==> src/rtl/tns_dec_seq_pkg.sv <==
// Shared definitions for the sequential Tribonacci-numeral-system decoder.
//   tns_weight(i) : 64-bit Tribonacci weight T(i), T(0..2) = 1, 2, 4
//   tns_sum(w)    : sum of T(0..w-1), the largest value a w-bit codeword decodes to
//   tns_blen(n)   : accumulator width for n 3-bit groups
//   tns_state_t   : decoder FSM states
package tns_pkg;

    typedef enum logic [1:0] {IDLE, BUSY, DONE} tns_state_t;

    function automatic logic [63:0] tns_weight(input int i);
        logic [63:0] a;
        logic [63:0] b;
        logic [63:0] c;
        logic [63:0] n;
        a = 64'd1;
        b = 64'd2;
        c = 64'd4;
        if (i == 0) return a;
        if (i == 1) return b;
        for (int k = 3; k <= i; k++) begin
            n = a + b + c;
            a = b;
            b = c;
            c = n;
        end
        return c;
    endfunction

    function automatic logic [63:0] tns_sum(input int w);
        logic [63:0] s;
        s = 64'd0;
        for (int k = 0; k < w; k++) begin
            s = s + tns_weight(k);
        end
        return s;
    endfunction

    function automatic int tns_blen(input int ngroup);
        return $clog2(tns_sum(3 * ngroup) + 64'd1);
    endfunction

endpackage

==> src/rtl/tns_dec_seq_if.sv <==
// Handshake bundle between a codeword source, the TNS decoder and the data sink.
//   in_valid/in_ready/codein    : codeword side (source drives valid and data)
//   out_valid/out_ready/dataout : result side (sink drives ready)
// master = source/sink testbench or link side, slave = decoder.
interface tns_dec_seq_if #(
    parameter int NGROUP = 8
);
    import tns_pkg::*;

    localparam int W    = 3 * NGROUP;
    localparam int BLEN = tns_blen(NGROUP);

    logic            in_valid;
    logic            in_ready;
    logic [W-1:0]    codein;
    logic            out_valid;
    logic            out_ready;
    logic [BLEN-1:0] dataout;

    modport master (
        output in_valid, codein, out_ready,
        input  in_ready, out_valid, dataout
    );

    modport slave (
        input  in_valid, codein, out_ready,
        output in_ready, out_valid, dataout
    );

endinterface

==> src/rtl/tns_dec_seq_grp_wsum.sv <==
// Combinational weighted sum of one 3-bit TNS group.
//   i_grp  : group bits {A, B, C}, C is the lowest codeword bit of the group
//   i_gidx : group index g; weights are T(3g+2), T(3g+1), T(3g)
//   o_sum  : BLEN-bit weighted sum
module tns_grp_wsum
    import tns_pkg::*;
#(
    parameter int NGROUP = 8,
    parameter int BLEN   = 22,
    parameter int GIW    = 3
) (
    input  logic [2:0]      i_grp,
    input  logic [GIW-1:0]  i_gidx,
    output logic [BLEN-1:0] o_sum
);

    logic [BLEN-1:0] w_tab_a [NGROUP];
    logic [BLEN-1:0] w_tab_b [NGROUP];
    logic [BLEN-1:0] w_tab_c [NGROUP];
    logic [BLEN-1:0] w_wa;
    logic [BLEN-1:0] w_wb;
    logic [BLEN-1:0] w_wc;

    // Constant weight table, one row per group; truncation to BLEN is lossless
    // because BLEN holds the sum of all weights.
    for (genvar g = 0; g < NGROUP; g++) begin : g_tab
        localparam logic [63:0] WA = tns_weight(3 * g + 2);
        localparam logic [63:0] WB = tns_weight(3 * g + 1);
        localparam logic [63:0] WC = tns_weight(3 * g);
        assign w_tab_a[g] = WA[BLEN-1:0];
        assign w_tab_b[g] = WB[BLEN-1:0];
        assign w_tab_c[g] = WC[BLEN-1:0];
    end

    always_comb begin
        w_wa = '0;
        w_wb = '0;
        w_wc = '0;
        for (int g = 0; g < NGROUP; g++) begin
            if (i_gidx == GIW'(g)) begin
                w_wa = w_tab_a[g];
                w_wb = w_tab_b[g];
                w_wc = w_tab_c[g];
            end
        end
    end

    assign o_sum = ({BLEN{i_grp[2]}} & w_wa)
                 + ({BLEN{i_grp[1]}} & w_wb)
                 + ({BLEN{i_grp[0]}} & w_wc);

endmodule

==> src/rtl/tns_dec_seq.sv <==
// Multi-cycle TNS decoder: converts a 3*NGROUP-bit Tribonacci codeword to binary,
// GPC groups per clock, LSB group first.
//   clk : rising-edge clock
//   rst : synchronous active-high reset
//   bus : tns_dec_seq_if.slave (codeword in, binary result out, valid/ready both sides)
//
//   state | meaning
//   IDLE  | in_ready high, waiting for a codeword
//   BUSY  | accumulating GPC groups per cycle for L = NGROUP/GPC cycles
//   DONE  | out_valid high, result held until out_ready
module tns_dec_seq
    import tns_pkg::*;
#(
    parameter int NGROUP = 8,
    parameter int GPC    = 1
) (
    input  logic           clk,
    input  logic           rst,
    tns_dec_seq_if.slave   bus
);

    localparam int W    = 3 * NGROUP;
    localparam int BLEN = tns_blen(NGROUP);
    localparam int L    = NGROUP / GPC;
    localparam int CW   = (L > 1) ? $clog2(L) : 1;
    localparam int GIW  = (NGROUP > 1) ? $clog2(NGROUP) : 1;

    if (NGROUP < 1 || NGROUP > 16) begin : g_bad_ngroup
        $error("tns_dec_seq: NGROUP must be 1..16");
    end
    if (GPC < 1 || (NGROUP % GPC) != 0) begin : g_bad_gpc
        $error("tns_dec_seq: GPC must divide NGROUP");
    end

    tns_state_t      r_state;
    logic [W-1:0]    r_sreg;
    logic [BLEN-1:0] r_acc;
    logic [CW-1:0]   r_cnt;
    logic            r_in_ready;
    logic            r_out_valid;

    logic [GIW-1:0]  w_gidx [GPC];
    logic [BLEN-1:0] w_gsum [GPC];
    logic [BLEN-1:0] w_step;

    for (genvar j = 0; j < GPC; j++) begin : g_grp
        assign w_gidx[j] = GIW'(int'(r_cnt) * GPC + j);

        tns_grp_wsum #(
            .NGROUP (NGROUP),
            .BLEN   (BLEN),
            .GIW    (GIW)
        ) u_wsum (
            .i_grp  (r_sreg[3*j +: 3]),
            .i_gidx (w_gidx[j]),
            .o_sum  (w_gsum[j])
        );
    end

    always_comb begin
        w_step = '0;
        for (int j = 0; j < GPC; j++) begin
            w_step = w_step + w_gsum[j];
        end
    end

    always_ff @(posedge clk) begin
        if (rst) begin
            r_state     <= IDLE;
            r_sreg      <= '0;
            r_acc       <= '0;
            r_cnt       <= '0;
            r_in_ready  <= 1'b0;
            r_out_valid <= 1'b0;
        end else begin
            case (r_state)
                IDLE: begin
                    // r_in_ready is low for one cycle after reset, so a
                    // codeword is only taken once in_ready has been shown.
                    if (bus.in_valid && r_in_ready) begin
                        r_sreg     <= bus.codein;
                        r_acc      <= '0;
                        r_cnt      <= '0;
                        r_in_ready <= 1'b0;
                        r_state    <= BUSY;
                    end else begin
                        r_in_ready <= 1'b1;
                    end
                end
                BUSY: begin
                    r_acc  <= r_acc + w_step;
                    r_sreg <= r_sreg >> (3 * GPC);
                    r_cnt  <= r_cnt + CW'(1);
                    if (r_cnt == CW'(L - 1)) begin
                        r_out_valid <= 1'b1;
                        r_state     <= DONE;
                    end
                end
                DONE: begin
                    // Return through IDLE so a new codeword never lands on
                    // the same edge as the result handshake.
                    if (bus.out_ready) begin
                        r_out_valid <= 1'b0;
                        r_in_ready  <= 1'b1;
                        r_state     <= IDLE;
                    end
                end
                default: r_state <= IDLE;
            endcase
        end
    end

    assign bus.in_ready  = r_in_ready;
    assign bus.out_valid = r_out_valid;
    assign bus.dataout   = r_acc;

endmodule

==> src/flat_wrapper.sv <==
// flat-port wrapper written by rule: the top's interface ports become plain ports
module tns_dec_seq_flat import tns_pkg::*;
#(
    parameter int NGROUP = 8,
    parameter int GPC    = 1
)
  (clk, rst, bus_in_valid, bus_codein, bus_out_ready, bus_in_ready, bus_out_valid, bus_dataout);
  tns_dec_seq_if #(.NGROUP(NGROUP)) bus_i ();
  input  logic clk;
  input  logic rst;
  input wire logic [$bits(bus_i.in_valid)-1:0] bus_in_valid;
  input wire logic [$bits(bus_i.codein)-1:0] bus_codein;
  input wire logic [$bits(bus_i.out_ready)-1:0] bus_out_ready;
  output wire logic [$bits(bus_i.in_ready)-1:0] bus_in_ready;
  output wire logic [$bits(bus_i.out_valid)-1:0] bus_out_valid;
  output wire logic [$bits(bus_i.dataout)-1:0] bus_dataout;
  assign bus_i.in_valid = bus_in_valid;
  assign bus_i.codein = bus_codein;
  assign bus_i.out_ready = bus_out_ready;
  assign bus_in_ready = bus_i.in_ready;
  assign bus_out_valid = bus_i.out_valid;
  assign bus_dataout = bus_i.dataout;
  tns_dec_seq #(.NGROUP(NGROUP), .GPC(GPC)) u_core (.clk(clk), .rst(rst), .bus(bus_i));
endmodule
==> config.mk <==
export PLATFORM = sky130hd
export DESIGN_NAME = tns_dec_seq_flat
export DESIGN_NICKNAME = d
export VERILOG_FILES = /design/src/rtl/tns_dec_seq_pkg.sv /design/src/rtl/tns_dec_seq_if.sv /design/src/rtl/tns_dec_seq_grp_wsum.sv /design/src/rtl/tns_dec_seq.sv /design/src/flat_wrapper.sv
export SDC_FILE = /design/constraint.sdc
export NUM_CORES = 1
export LEC_CHECK = 0
export ABC_CLOCK_PERIOD_IN_PS = 17500
export CAP_MARGIN = 10
export CORE_ASPECT_RATIO = 1.5
export CORE_UTILIZATION = 60
export DETAILED_ROUTE_END_ITERATION = 16
export MAX_ROUTING_LAYER = met4
export PLACE_DENSITY = 0.83
export SLEW_MARGIN = 10
export SYNTH_ARGS = -nofsm -noshare
export SYNTH_HDL_FRONTEND = slang
export SYNTH_HIERARCHICAL = 1
export SYNTH_SLANG_ARGS = --single-unit
==> constraint.sdc <==
create_clock -name clk -period 17.5 [get_ports clk]
set_clock_uncertainty 0.15 [all_clocks]
set_input_delay 3.5 -clock clk [delete_from_list [all_inputs] [get_ports clk]]
set_output_delay 3.5 -clock clk [all_outputs]
set_load 0.005 [all_outputs]
# Word level (Yosys, flattened, before mapping)
# Index checks and enable logic that the tools add are counted.
[totals]
reg_bits = 53
in_bits = 28
output_inout_bits = 24
word_cells = 75
[op_classes]
n_addsub = 4
n_eq_ne = 12
n_mux = 40
bitwise_logic = 3
reduce_logical = 10
[op_table]
columns = ["cell", "count"]
rows = [
  ["$mux W22", 22],
  ["$add A22 B22 Y22", 3],
  ["$and A22 B22 Y22", 3],
  ["$pmux W24 S2", 1],
  ["$pmux W22 S2", 1],
  ["$mux W24", 1],
  ["$eq A3 B3 Y1 const B", 4],
  ["$mux W2", 4],
  ["$eq A3 B2 Y1 const B", 2],
  ["$mux W3", 2],
  ["$pmux W2 S3", 1],
  ["$pmux W3 S2", 1],
  ["$reduce_and A3 Y1", 2],
  ["$reduce_bool A2 Y1", 3],
  ["$mux W1", 5],
  ["$ne A2 B1 Y1 const B", 2],
  ["$pmux W1 S2", 2],
  ["$reduce_and A2 Y1", 2],
  ["$add A3 B1 Y3 const B", 1],
  ["$eq A3 B1 Y1 const B", 1],
  ["$logic_not A3 Y1", 1],
  ["$eq A2 B1 Y1 const B", 1],
  ["$eq A2 B2 Y1 const B", 1],
  ["$logic_not A2 Y1", 1],
  ["2 further kinds", 2],
]

# Logic depth before layout (Yosys ltp)
[logic_depth]
word_depth = 14
mapped_depth = 25
depth_no_buf = 23

# Modules after synthesis
# The synthesis kept the hierarchy.
[modules_own_cells]
columns = ["mod", "instances", "cells_per_inst", "area_each_um2", "seq_area_each_um2"]
rows = [
  ["tns_dec_seq", 1, 369, 3168.0, 1061.0],
  ["tns_grp_wsum", 1, 286, 2052.0, 0.0],
]

# Worst setup path after synthesis
# No wires, ideal clock.
[synth_timing]
path_type = "flip-flop to flip-flop"
startpoint = "register u_core.r_cnt[0]"
endpoint = "register u_core.r_acc[21] (netlist: u_core/bus.dataout[21])"
setup_ps = 123
t_arrival_ps = 5258
t_required_ps = 17227
path_slack_ps = 11969
path_stages_with_launch = 25
n_path_buf = 1
period_less_slack_ps = 5531
path_cell_list = "dfxtp_1 inv_1 ha_1 clkbuf_1 nor2_1 nand2_1 o21bai_1 nand2_1 fa_1 inv_1 ha_1 fa_1 a211oi_1 o21ai_2 o211ai_2 a31o_2 xnor2_1 ha_1 nand3_1 nor2_1 nand2_1 or3_1 o2111a_1 a21oi_2 mux2_1"
[synth_rtl]
columns = ["item", "line", "rtl"]
rows = [
  ["start, declared", "tns_dec_seq.sv:38", "logic [CW-1:0] r_cnt;"],
  ["start signal, assigned", "tns_dec_seq.sv:93", "r_cnt <= r_cnt + CW'(1);"],
  ["end signal, assigned", "tns_dec_seq.sv:91", "r_acc <= r_acc + w_step;"],
  ["end, declared", "tns_dec_seq.sv:37", "logic [BLEN-1:0] r_acc;"],
]

==> impl_results.md <==
* WP buf/inv at 2
* Grt ovf at 0
* Sequential share of the synthesized area at 20.33%
* Layout cells sized above 1 at 5.874%
* Sequential fraction of design power at 47.2%
* Max-slew headroom at 36.01%
* Fin crit period at 6220 ps
* Hold Path Class: flop to flop
* Starting Density at 62.05%
* Die W at 78.16 um
* Clock power frac at 36.5%
* Clk root buf: clkbuf_16
* Worst-Margin Slew at 956.3 ps
* Clk_lat worst skew at 300 ps
* Clock buffer depth at 2
* Num CTS Buffers at 5
* Largest net degree at the start of global routing at 64
* Post-cts resize count at 0
* Inst Count DP at 780
* Core ar. at 8413 um2
* CTS sink cnt at 53
* Combinational share of power at 16.3%
* Most common flop cell mapped by yosys: dfxtp_1
* Die Span Y at 116.2 um
* Syn nets at 750
* Detail Route Antenna Nets at 0
* Net Switching at 78.84 uW
* Status: finished clean
* Fmax at 160.8 MHz
* Final cell count without fillers at 788
* Util after Layout at 69.62%
* DR WL/cell at 16.86 um
* Vias post-DR at 4900
* Distinct cells, synth at 68
* Worst EP arrival at 6260 ps
* Initial antenna violation count at 0
* Row cnt at 41
* Hold buffers post-CTS at 0
* Crit path max fanout at 11
* Detailed Place HPWL at 10260 um
* Slew Viols, Final at 0
* Syn Inst Count at 655
* Fraction of registers with async set/reset at 0%
* # Post-CTS Setup Buffers at 0
* Final worst path period share at 35.54%
* VDD IR max at 0.07795 mV
* Final-report hold violation count at 0
* WS Path Type: flop to flop
* Num ports at 52
* Worst-path clk slew at 70 ps
* DIE AREA at 9084 um2
* CTS tree: yes
* Crit path max-delay cell type: fa_1
* Fin nets at 775
* P per Cell Area at 48.43 nW/um2
* Commonest cells after routing, fill and taps aside: nor2_1, a21oi_1, nand2_1
* Seq cells post-synth at 53
* Yosys warns at 6
* GPL Wtd Cong at 1.016
* Req. time, crit path at 17540 ps
* CP Cell Sequence: inv_1 > ha_1 > nor2_1 > nand2_1 > o21ai_0 > nand3b_1 > fa_1 > inv_1 > ha_1 > fa_1 > a211oi_1 > o21ai_2 > o211ai_2 > a21oi_1 > nor3_1 > ha_1 > a21oi_1 > o21ai_1 > nor4_1 > a21oi_1 > a21oi_1 > xnor2_1 > a22o_1
* H-tree levels at 2
* Post-synth EDFFs at 0
* Routed WL at 13290 um
* Area grow syn2layout at 12.20%
* Critical Path Most Common Cell: a21oi_1
* Worst path max stage delay at 550 ps
* Final setup fails at 0
* Number of port buffers at 51
* Mapped Area at 5220 um2
* Unrepaired setup endpoints after global routing: no
* Setup tns final at 0 ps
* Flop2flop setup slack at 11280 ps
* N_diodes at 0
* Critical Path Source Type: flop
* Syn avg cell area at 7.969 um2
* Drt first pass iters at 4
* Internal at 204.8 uW
* MaxCap Viol Count at 0
* Total power at 283.6 uW
* Global-route wire length before repair at 22160 um
* Commonest non-fill, non-tap cell in the layout: nor2_1
* Iteration-0 DRC Markers at 323
* Min Hold Slack at 339.5 ps
* Crit-path leading delay family: compound AO/OA/AOI/OAI gates
* Static Leak at 2.824 nW
* # DRC at 0
* Global Route Usage Sum at 31.55%
* Drt via density at 6.218
* Net switching fraction of the power at 27.80%
* Crit path capture type: flop
* Vias in the first global route at 4828
[flip-flops by register name, indices dropped and copies added, names as in the netlist]
signal and count:
u_core/bus.dataout 22, u_core/r_state 2, u_core/r_cnt 3, u_core/bus.out_valid 1, u_core/r_sreg 24, u_core/bus.in_ready 1
[final cells by class]
| type | instances | area (um2) |
|---|---|---|
| Clock buffer | 6 | 138.9 |
| Fill cell | 724 | 2556 |
| Inverter | 32 | 120.1 |
| Clock inverter | 2 | 13.76 |
| Tap cell | 107 | 133.9 |
| Timing Repair Buffer | 55 | 540.5 |
| Sequential cell | 53 | 1061 |
| Multi-Input combinational cell | 533 | 3849 |
[synth_stat cells, types with 4 or more instances]
cell	n	share of area [%]
o21a_1	5	0.72
nor2_1	71	5.1
or3_1	5	0.60
mux2i_1	27	5.2
nor3_1	14	1.3
inv_1	31	2.2
xnor2_1	15	2.5
nand4_1	5	0.60
buf_2	6	0.58
or2_2	5	0.60
a31oi_1	12	1.4
a22o_1	9	1.5
nor2b_1	8	0.96
nand2b_1	4	0.48
fa_1	17	6.5
clkbuf_1	25	1.8
xor2_1	13	2.2
nand2_1	58	4.2
o211ai_1	5	0.72
o21ai_1	6	0.58
and3_1	5	0.60
and2_1	4	0.48
nand3_1	25	2.4
o21ai_0	18	1.7
dfxtp_1	53	20
a211oi_1	25	3.6
a21o_1	15	2.2
a21oi_1	59	5.7
ha_1	50	12
[cells by family after synthesis]
group	count (synthesis)	share of synthesized area, %
and+or+nand+nor	217	19.51
xor gates and xnor gates	28	4.698
DFF	53	20.33
adders and majority gates	67	18.50
buffers and inverters	69	5.992
AOI/OAI and AO/OA	192	25.36
muxes	29	5.609
[per-stage QoR]
stage	setup slack (ps)	instance area [um2]
6_report	11280	5857
5_1_grt	11000	5857
4_1_cts	11410	5857
3_5_place_dp	11440	5704
3_3_place_gp	11620	5704
2_1_floorplan	11970	5220
[worst register-to-register path, delay by kind of cell (launching register included)]
family | cells | cell delay, ps
AO/OA/AOI/OAI | 10 | 2090
XOR/XNOR | 1 | 90
AND/OR/NAND/NOR | 5 | 1180
adder cells (fa/ha/maj) | 5 | 1960
flip-flops | 1 | 490
buffers and inverters | 2 | 170
[layer usage]
layer | vias to the layer above | track usage (%) | part of all wire (%)
li1 | 2406 | - | -
met1 | 2280 | 34.85 | 41
met2 | 169 | 56.78 | 52
met3 | 45 | 3.281 | 3.6
met4 | 0 | 14.57 | 3.4
met5 | - | - | 0
[worst paths after layout]
kind	cells past startpoint	end	start
setup / recovery	23	u_core/bus.dataout[20]$_SDFFE_PP0P_	u_core/r_cnt[0]$_SDFFE_PP0P_
hold / removal	2	u_core/bus.dataout[8]$_SDFFE_PP0P_	u_core/bus.dataout[8]$_SDFFE_PP0P_
setup reg to reg	23	u_core/bus.dataout[20]$_SDFFE_PP0P_	u_core/r_cnt[0]$_SDFFE_PP0P_
hold reg to reg	2	u_core/bus.dataout[8]$_SDFFE_PP0P_	u_core/bus.dataout[8]$_SDFFE_PP0P_
[power by group through the flow]
stage	registers, mW	logic, mW	clock network [mW]
2_1_floorplan	0.133	0.0328	0
3_3_place_gp	0.136	0.0442	0
3_5_place_dp	0.136	0.0453	0
4_1_cts	0.134	0.0458	0.105
5_1_grt	0.135	0.0508	0.109
6_report	0.134	0.0462	0.104
Note: power is estimated with default switching activity, not from simulation.
